`config.mk`:
```
export PLATFORM = sky130hd
export DESIGN_NAME = conv_frame_collector
export DESIGN_NICKNAME = d
export VERILOG_FILES = /design/src/rtl/conv_pkg.sv /design/src/rtl/frame_ram.sv /design/src/rtl/conv_frame_collector.sv
export SDC_FILE = /design/constraint.sdc
export NUM_CORES = 1
export LEC_CHECK = 0
export CAP_MARGIN = 20
export CORE_MARGIN = 2
export CORE_UTILIZATION = 45
export DETAILED_ROUTE_END_ITERATION = 8
export SETUP_SLACK_MARGIN = 0.1
export SYNTH_ARGS = -nofsm -noshare
export SYNTH_HDL_FRONTEND = slang
export SYNTH_HIERARCHICAL = 1
export SYNTH_SLANG_ARGS = --single-unit
```
`constraint.sdc`:
```
create_clock -name clk -period 9.4 [get_ports clk]
set_clock_uncertainty 0.15 [all_clocks]
set_input_delay 1.41 -clock clk [delete_from_list [all_inputs] [get_ports clk]]
set_output_delay 1.41 -clock clk [all_outputs]
set_load 0.02 [all_outputs]
```
`src/rtl/conv_pkg.sv`:
```
// conv_pkg: shared convolve geometry defaults, frame-size helpers and collector state type
package conv_pkg;
    localparam int BITS        = 9;
    localparam int KERNEL_SIZE = 3;
    localparam int IMG_LENGTH  = 16;

    typedef enum logic {FILL, DRAIN} coll_state_e;

    function automatic int out_length(input int img_length, input int kernel_size);
        return img_length - kernel_size + 1;
    endfunction

    function automatic int npix(input int img_length, input int kernel_size);
        return out_length(img_length, kernel_size) * out_length(img_length, kernel_size);
    endfunction
endpackage

```
`src/rtl/frame_ram.sv`:
```
// frame_ram: DEPTH x W register array, one synchronous write port, one combinational read port
//   clk     : clock
//   we_i    : write enable
//   waddr_i : write address
//   wdata_i : write data
//   raddr_i : read address
//   rdata_o : mem[raddr_i], combinational
module frame_ram #(
    parameter int DEPTH = 196,
    parameter int W     = 8,
    parameter int AW    = $clog2(DEPTH)
) (
    input  logic          clk,
    input  logic          we_i,
    input  logic [AW-1:0] waddr_i,
    input  logic [W-1:0]  wdata_i,
    input  logic [AW-1:0] raddr_i,
    output logic [W-1:0]  rdata_o
);
    logic [W-1:0] mem_q [DEPTH];

    always_ff @(posedge clk) begin
        if (we_i) mem_q[waddr_i] <= wdata_i;
    end

    assign rdata_o = mem_q[raddr_i];
endmodule

```
`src/rtl/conv_frame_collector.sv`:
```
// conv_frame_collector: captures one convolve output frame, clamps to unsigned pixels, drains it in raster order
//   clk, reset  : clock, synchronous active-high reset
//   in_valid    : convolve output_valid
//   in_data     : convolve img_output (signed)
//   out_valid   : drain data valid
//   out_ready   : downstream accept
//   out_data    : clamped pixel at read pointer
//   out_last    : final pixel of the frame
//   frame_done  : one-cycle pulse after the buffer fills
//   overflow    : sticky, input arrived outside FILL
//   frame_count : fully drained frames, wrapping
module conv_frame_collector
    import conv_pkg::*;
#(
    parameter int BITS        = conv_pkg::BITS,
    parameter int KERNEL_SIZE = conv_pkg::KERNEL_SIZE,
    parameter int IMG_LENGTH  = conv_pkg::IMG_LENGTH,
    parameter int OUT_BITS    = BITS - 1
) (
    input  logic                clk,
    input  logic                reset,
    input  logic                in_valid,
    input  logic [BITS-1:0]     in_data,
    output logic                out_valid,
    input  logic                out_ready,
    output logic [OUT_BITS-1:0] out_data,
    output logic                out_last,
    output logic                frame_done,
    output logic                overflow,
    output logic [7:0]          frame_count
);
    localparam int NPIX = npix(IMG_LENGTH, KERNEL_SIZE);
    localparam int AW   = $clog2(NPIX);

    coll_state_e   state_q, state_d;
    logic [AW-1:0] wr_ptr_q, rd_ptr_q;
    logic          frame_done_q, overflow_q;
    logic [7:0]    frame_count_q;
    logic          wr_en, wr_last, rd_last, xfer;
    logic [OUT_BITS-1:0] clamped;

    assign wr_en   = in_valid && state_q == FILL;
    assign wr_last = wr_en && wr_ptr_q == AW'(NPIX - 1);
    assign rd_last = rd_ptr_q == AW'(NPIX - 1);
    assign xfer    = out_valid && out_ready;
    // Negative results saturate to black; non-negative ones fit in OUT_BITS
    assign clamped = in_data[BITS-1] ? '0 : in_data[OUT_BITS-1:0];

    always_ff @(posedge clk) begin
        if (reset) state_q <= FILL;
        else       state_q <= state_d;
    end

    always_comb begin
        state_d = state_q == FILL ? (wr_last ? DRAIN : FILL)
                                  : (xfer && rd_last ? FILL : DRAIN);
    end

    always_comb begin
        out_valid = state_q == DRAIN;
        out_last  = out_valid && rd_last;
    end

    always_ff @(posedge clk) begin
        if (reset) begin
            wr_ptr_q      <= '0;
            rd_ptr_q      <= '0;
            frame_done_q  <= 1'b0;
            overflow_q    <= 1'b0;
            frame_count_q <= '0;
        end else begin
            frame_done_q <= wr_last;
            if (wr_en) wr_ptr_q <= wr_last ? '0 : wr_ptr_q + AW'(1);
            if (xfer) rd_ptr_q <= rd_last ? '0 : rd_ptr_q + AW'(1);
            if (xfer && rd_last) frame_count_q <= frame_count_q + 8'd1;
            if (in_valid && state_q == DRAIN) overflow_q <= 1'b1;
        end
    end

    frame_ram #(.DEPTH(NPIX), .W(OUT_BITS), .AW(AW)) u_ram (
        .clk    (clk),
        .we_i   (wr_en),
        .waddr_i(wr_ptr_q),
        .wdata_i(clamped),
        .raddr_i(rd_ptr_q),
        .rdata_o(out_data)
    );

    assign frame_done  = frame_done_q;
    assign overflow    = overflow_q;
    assign frame_count = frame_count_q;
endmodule
```
Word level (Yosys, flattened, before mapping)

Memory sizes are Yosys's and may differ from the RTL's. A register that Yosys moved wholly into a read port is not among the register bits.
Index checks and enable logic that the tools add are counted.
W data, S select, Z words.

Register bits: 27
Bits in latches: 0
Word-level logic and storage cells: 29
Bits in read-only memories: 0
Memories: 1
Input bits: 13
RAM bits: 1568
Output and inout bits: 20

Memories:

| memory      | words | bits a word | read ports | clocked after memory_dff | wr ports | line            | source |
|---|---|---|---|---|---|---|---|
| u_ram.mem_q | 196   | 8           | 1          | 1                        | 1        | frame_ram.sv:20 | `logic [W-1:0] mem_q [DEPTH];` |

Add/sub/neg operators: 3
Shifts and indexed selects: 0
Equality and inequality tests: 2
Bitwise gates (word level): 1
Mux-type cells: 10
Divide/modulo/power cells: 0
Multiply operators: 0
Magnitude comparators: 0
Reduce and logical (&&, ||, !) cells: 6

Operators with widths:

| cell                  | number |
|---|---|
| $mux W8               | 5 |
| $add A8 B1 Y8 const B | 3 |
| $eq A8 B8 Y1 const B  | 2 |
| $logic_and A1 B1 Y1   | 6 |
| $mux W1               | 5 |
| $not A1 Y1            | 1 |

Depth between registers and ports, before layout

Word-level depth: 5
Depth in mapped cells: 12
Depth with buffers taken out: 6

Hierarchy

Netlist, hierarchy kept.

By module, submodules not included:

| module               | sequential area each (um^2) | instances | area an instance (um^2) | cells an instance |
|---|---|---|---|---|
| frame_ram            | 47085.2                     | 1         | 61230.0                 | 2984 |
| conv_frame_collector | 540.5                       | 1         | 1246.2                  | 145 |

Worst setup path before layout

Ideal clock, no wire load.

Path type: input-to-reg
Start: input in_data[8]
End: memory u_ram.mem_q[0][0], data pin
Slack: 1.837 ns
Stages on the path: 1
Data required time: 8.078 ns
Arrival: 6.241 ns
Buffers on the path: 0
Setup time: 1.172 ns
Cell sequence: nor2b_1

Cells in the longest elaborated chain, start to end: 1

RTL lines:

| element         | line                       | source |
|---|---|---|
| start, declared | conv_frame_collector.sv:23 | `input logic [BITS-1:0] in_data,` |
| $mux W8         | conv_frame_collector.sv:47 | `assign clamped = in_data[BITS-1] ? '0 : in_data[OUT_BITS-1:0];` |
| end, declared   | frame_ram.sv:20            |  |

Every way passes these cells.

==> impl_metrics.env <==
export IMPL_status="finished clean"
export IMPL_clock_latency_ps=790
export IMPL_ys_seq_area_share_pct=76.2
export IMPL_tns_ps=0
export IMPL_seqCellArea_sq_mm=0.0476
export IMPL_design_portCount=33
export IMPL_total_leakage_power_uw=0.0190
export IMPL_core_area_sq_mm=0.138
export IMPL_synth_top_area_share_pct=75.4
export IMPL_critical_path_class="reg2out"
export IMPL_maxCapViolations=0
export IMPL_synth_ff_type="edfxtp_1"
export IMPL_syn_instance_count=3129
export IMPL_max_freq_ghz=0.140
export IMPL_max_stage_delay_ps=1070
export IMPL_hpwlAfterDp_um=90500
export IMPL_grt_pass1_vias=31316
export IMPL_layout_drive_gt1_share_pct=18.6
export IMPL_grt_pass1_wl_um=217000
export IMPL_n_fill_cell=10779
export IMPL_dp_slack_ps=3190
export IMPL_peakVddDrop_v=0.000162
export IMPL_powerDensity_mw_per_mm2=204
export IMPL_cts_resized=0
export IMPL_period_needed_ps=7120
export IMPL_post_cts_buffers=0
export IMPL_root_buffer="clkbuf_16"
export IMPL_multiInputGateArea_sq_mm=0.0137
export IMPL_die_y_um=377
export IMPL_place_congestion=0.852
export IMPL_fin_nets=3225
export IMPL_slew_viol_final=0
export IMPL_cts_buffer_depth=3
export IMPL_hold_buffers=0
export IMPL_worstSetupEndpointType="primary output"
export IMPL_cts_made_buffers=162
export IMPL_tritoncts="built"
export IMPL_critPathRequiredTime_ps=7840
export IMPL_die_w_um=377
export IMPL_worst_pin_slew_ps=1270
export IMPL_grt_use_total_pct=21.0
export IMPL_finalWirelength_um=148000
export IMPL_drcViolationCount=0
export IMPL_cts_clk_slew_worst_paths_ps=60
export IMPL_startpoint="rd_ptr_q[0]$_SDFFE_PP0P_"
export IMPL_r2r_start="rd_ptr_q[0]$_SDFFE_PP0P_"
export IMPL_layout_common_cells="1568 x edfxtp_1, 274 x mux4_2, 238 x nor2_1"
export IMPL_rrSetupSlack_ps=5200
export IMPL_synth_edf_count=1568
export IMPL_start_kind="register"
export IMPL_cp_endpoint="out_data[6]"
export IMPL_yosys_area_top_type="edfxtp_1"
export IMPL_via_count=30998
export IMPL_hold_class="reg2reg"
export IMPL_antenna_left=0
export IMPL_wire_per_inst_um=28.9
export IMPL_start_util_pct=45.4
export IMPL_first_pass_iters=5
export IMPL_portBuffers=32
export IMPL_rsz0062_at_grt="false"
export IMPL_gr_total_overflow=0
export IMPL_dieArea_sq_mm=0.142
export IMPL_ff2ff_path_depth=6
export IMPL_h_tree_depth=4
export IMPL_crit_top_cell="nor4_1"
export IMPL_path_max_fanout=43
export IMPL_syn_nets=3145
export IMPL_areaGrowthSynthToFinish_pct=11.5
export IMPL_slew_headroom_pct=14.3
export IMPL_hold_viol=0
export IMPL_period_share_pct=75.7
export IMPL_avgSynthCellArea_sq_um=20.0
export IMPL_drt_initial_drc_count=3349
export IMPL_n_antenna_cell=0
export IMPL_antenna_found_initial=2
export IMPL_vias_per_cell=6.04
export IMPL_ys_types=62
export IMPL_slowest_stage="nor4_1"
export IMPL_ys_ff_latch=1595
export IMPL_crit_arrival_ps=5560
export IMPL_ys_warn_count=6
export IMPL_netlist_area_sq_mm=0.0625
export IMPL_worstPathCellList="buf_4 -> mux4_1 -> a22oi_1 -> a31oi_1 -> nor4_1 -> nor4_1 -> clkdlybuf4s50_1"
export IMPL_synth_area_leaders="edfxtp_1 75%, mux4_2 9.9%, mux2i_1 3.6%"
export IMPL_synthArstFlopShare_pct=0
export IMPL_worst_slack_ps=2280
export IMPL_fp_row_count=136
export IMPL_r2r_end="out_valid$_SDFF_PP0_"
export IMPL_grt_max_degree=197
export IMPL_setup_viol=0
export IMPL_clock_sinks=1595
export IMPL_final_common_cell="edfxtp_1"
## routing by layer
metal	vias up	wire, um	GRT usage (%)
met2	1247	72700	34.3
met5	-	0	0
met1	16462	61300	29.3
li1	13085	-	-
met3	204	10900	3.75
met4	0	3280	5.43
## kinds of logic after synthesis
kind of cell    Yosys count  share of synthesized area [%]
flops                  1595                           76.2
mux                     511                           13.9
simple gates            507                           3.88
compound gates          306                           3.62
buf+inv                 189                           2.03
xor+xnor                 18                          0.252
fa+ha+maj                 3                         0.0601
## power by group
part / internal [uW] / switching [uW]
clock network: 3560 / 2640
registers: 7810 / 5.98
logic: 29.7 / 164
total: 11400 / 2810
## cell type report
cell class	count	share of cell area, %
tap	1794	3.22
clock inverter	90	1.20
timing repair buffer	101	1.41
sequential	1595	68.4
multi-input combinational	1345	19.6
clock buffer	201	6.14
inverter	4	0.0216
## synth_stat cells (3+ instances only)
| library cell | n |
|---|---|
| a22oi_1 | 132 |
| nand2_1 | 73 |
| buf_8 | 3 |
| o221ai_1 | 14 |
| nand4_1 | 30 |
| or2_2 | 3 |
| nor3_1 | 17 |
| mux2i_1 | 226 |
| nand3b_1 | 3 |
| a221oi_2 | 3 |
| buf_2 | 36 |
| nor4_1 | 16 |
| clkbuf_4 | 4 |
| inv_1 | 4 |
| nor3_2 | 9 |
| xor2_1 | 9 |
| nor2_1 | 240 |
| mux4_2 | 274 |
| buf_1 | 8 |
| a221oi_1 | 30 |
| a31o_2 | 7 |
| dfxtp_1 | 27 |
| ha_1 | 3 |
| o22ai_1 | 30 |
| nand2b_1 | 18 |
| edfxtp_1 | 1568 |
| a211oi_1 | 7 |
| nand3_1 | 40 |
| nor4_2 | 6 |
| a22oi_2 | 3 |
| and3_1 | 7 |
| or3_1 | 3 |
| buf_4 | 19 |
| a22o_1 | 15 |
| xnor2_1 | 9 |
| clkbuf_1 | 73 |
| nor2b_1 | 28 |
| mux4_1 | 10 |
| buf_6 | 31 |
| buf_12 | 9 |
| a21oi_1 | 55 |
## per-stage QoR
step | hold slack [ps] | total power [uW] | area (sq um) | util [%] | cells
finish | 349 | 14200 | 69700 | 50.6 | 5130
global route | 397 | 14600 | 69700 | 50.6 | 5130
CTS | 363 | 14300 | 69600 | 50.6 | 5129
detailed placement | 348 | 8160 | 64500 | 46.9 | 4838
global placement | 303 | 8150 | 64500 | 46.8 | 4833
floorplan | 336 | 8070 | 62500 | - | 3129
## state kept, by name, summed over array words and instances (netlist names)
register and cells:
rd_ptr_q 8, overflow 1, u_ram/mem_q 1568, frame_done 1, frame_count 8, out_valid 1, wr_ptr_q 8
## worst min path at each step
stage | from | end | cells after the start | slack, ps
2_1_floorplan | wr_ptr_q[0]$_SDFFE_PP0P_ | wr_ptr_q[0]$_SDFFE_PP0P_ | 2 | 340
3_3_place_gp | overflow$_SDFFE_PP0P_ | overflow$_SDFFE_PP0P_ | 2 | 300
3_5_place_dp | overflow$_SDFFE_PP0P_ | overflow$_SDFFE_PP0P_ | 2 | 350
4_1_cts | overflow$_SDFFE_PP0P_ | overflow$_SDFFE_PP0P_ | 2 | 360
5_1_grt | overflow$_SDFFE_PP0P_ | overflow$_SDFFE_PP0P_ | 2 | 400
6_report | overflow$_SDFFE_PP0P_ | overflow$_SDFFE_PP0P_ | 2 | 350
## critical path: cells and delay by family (launching register included)
kind	cells	cell delay, ps
DFF	1	870
and+or+nand+nor	2	1380
buffers and inverters	2	1360
AOI/OAI and AO/OA	2	470
muxes	1	660
No activity file was read; power rests on OpenSTA's default activity.
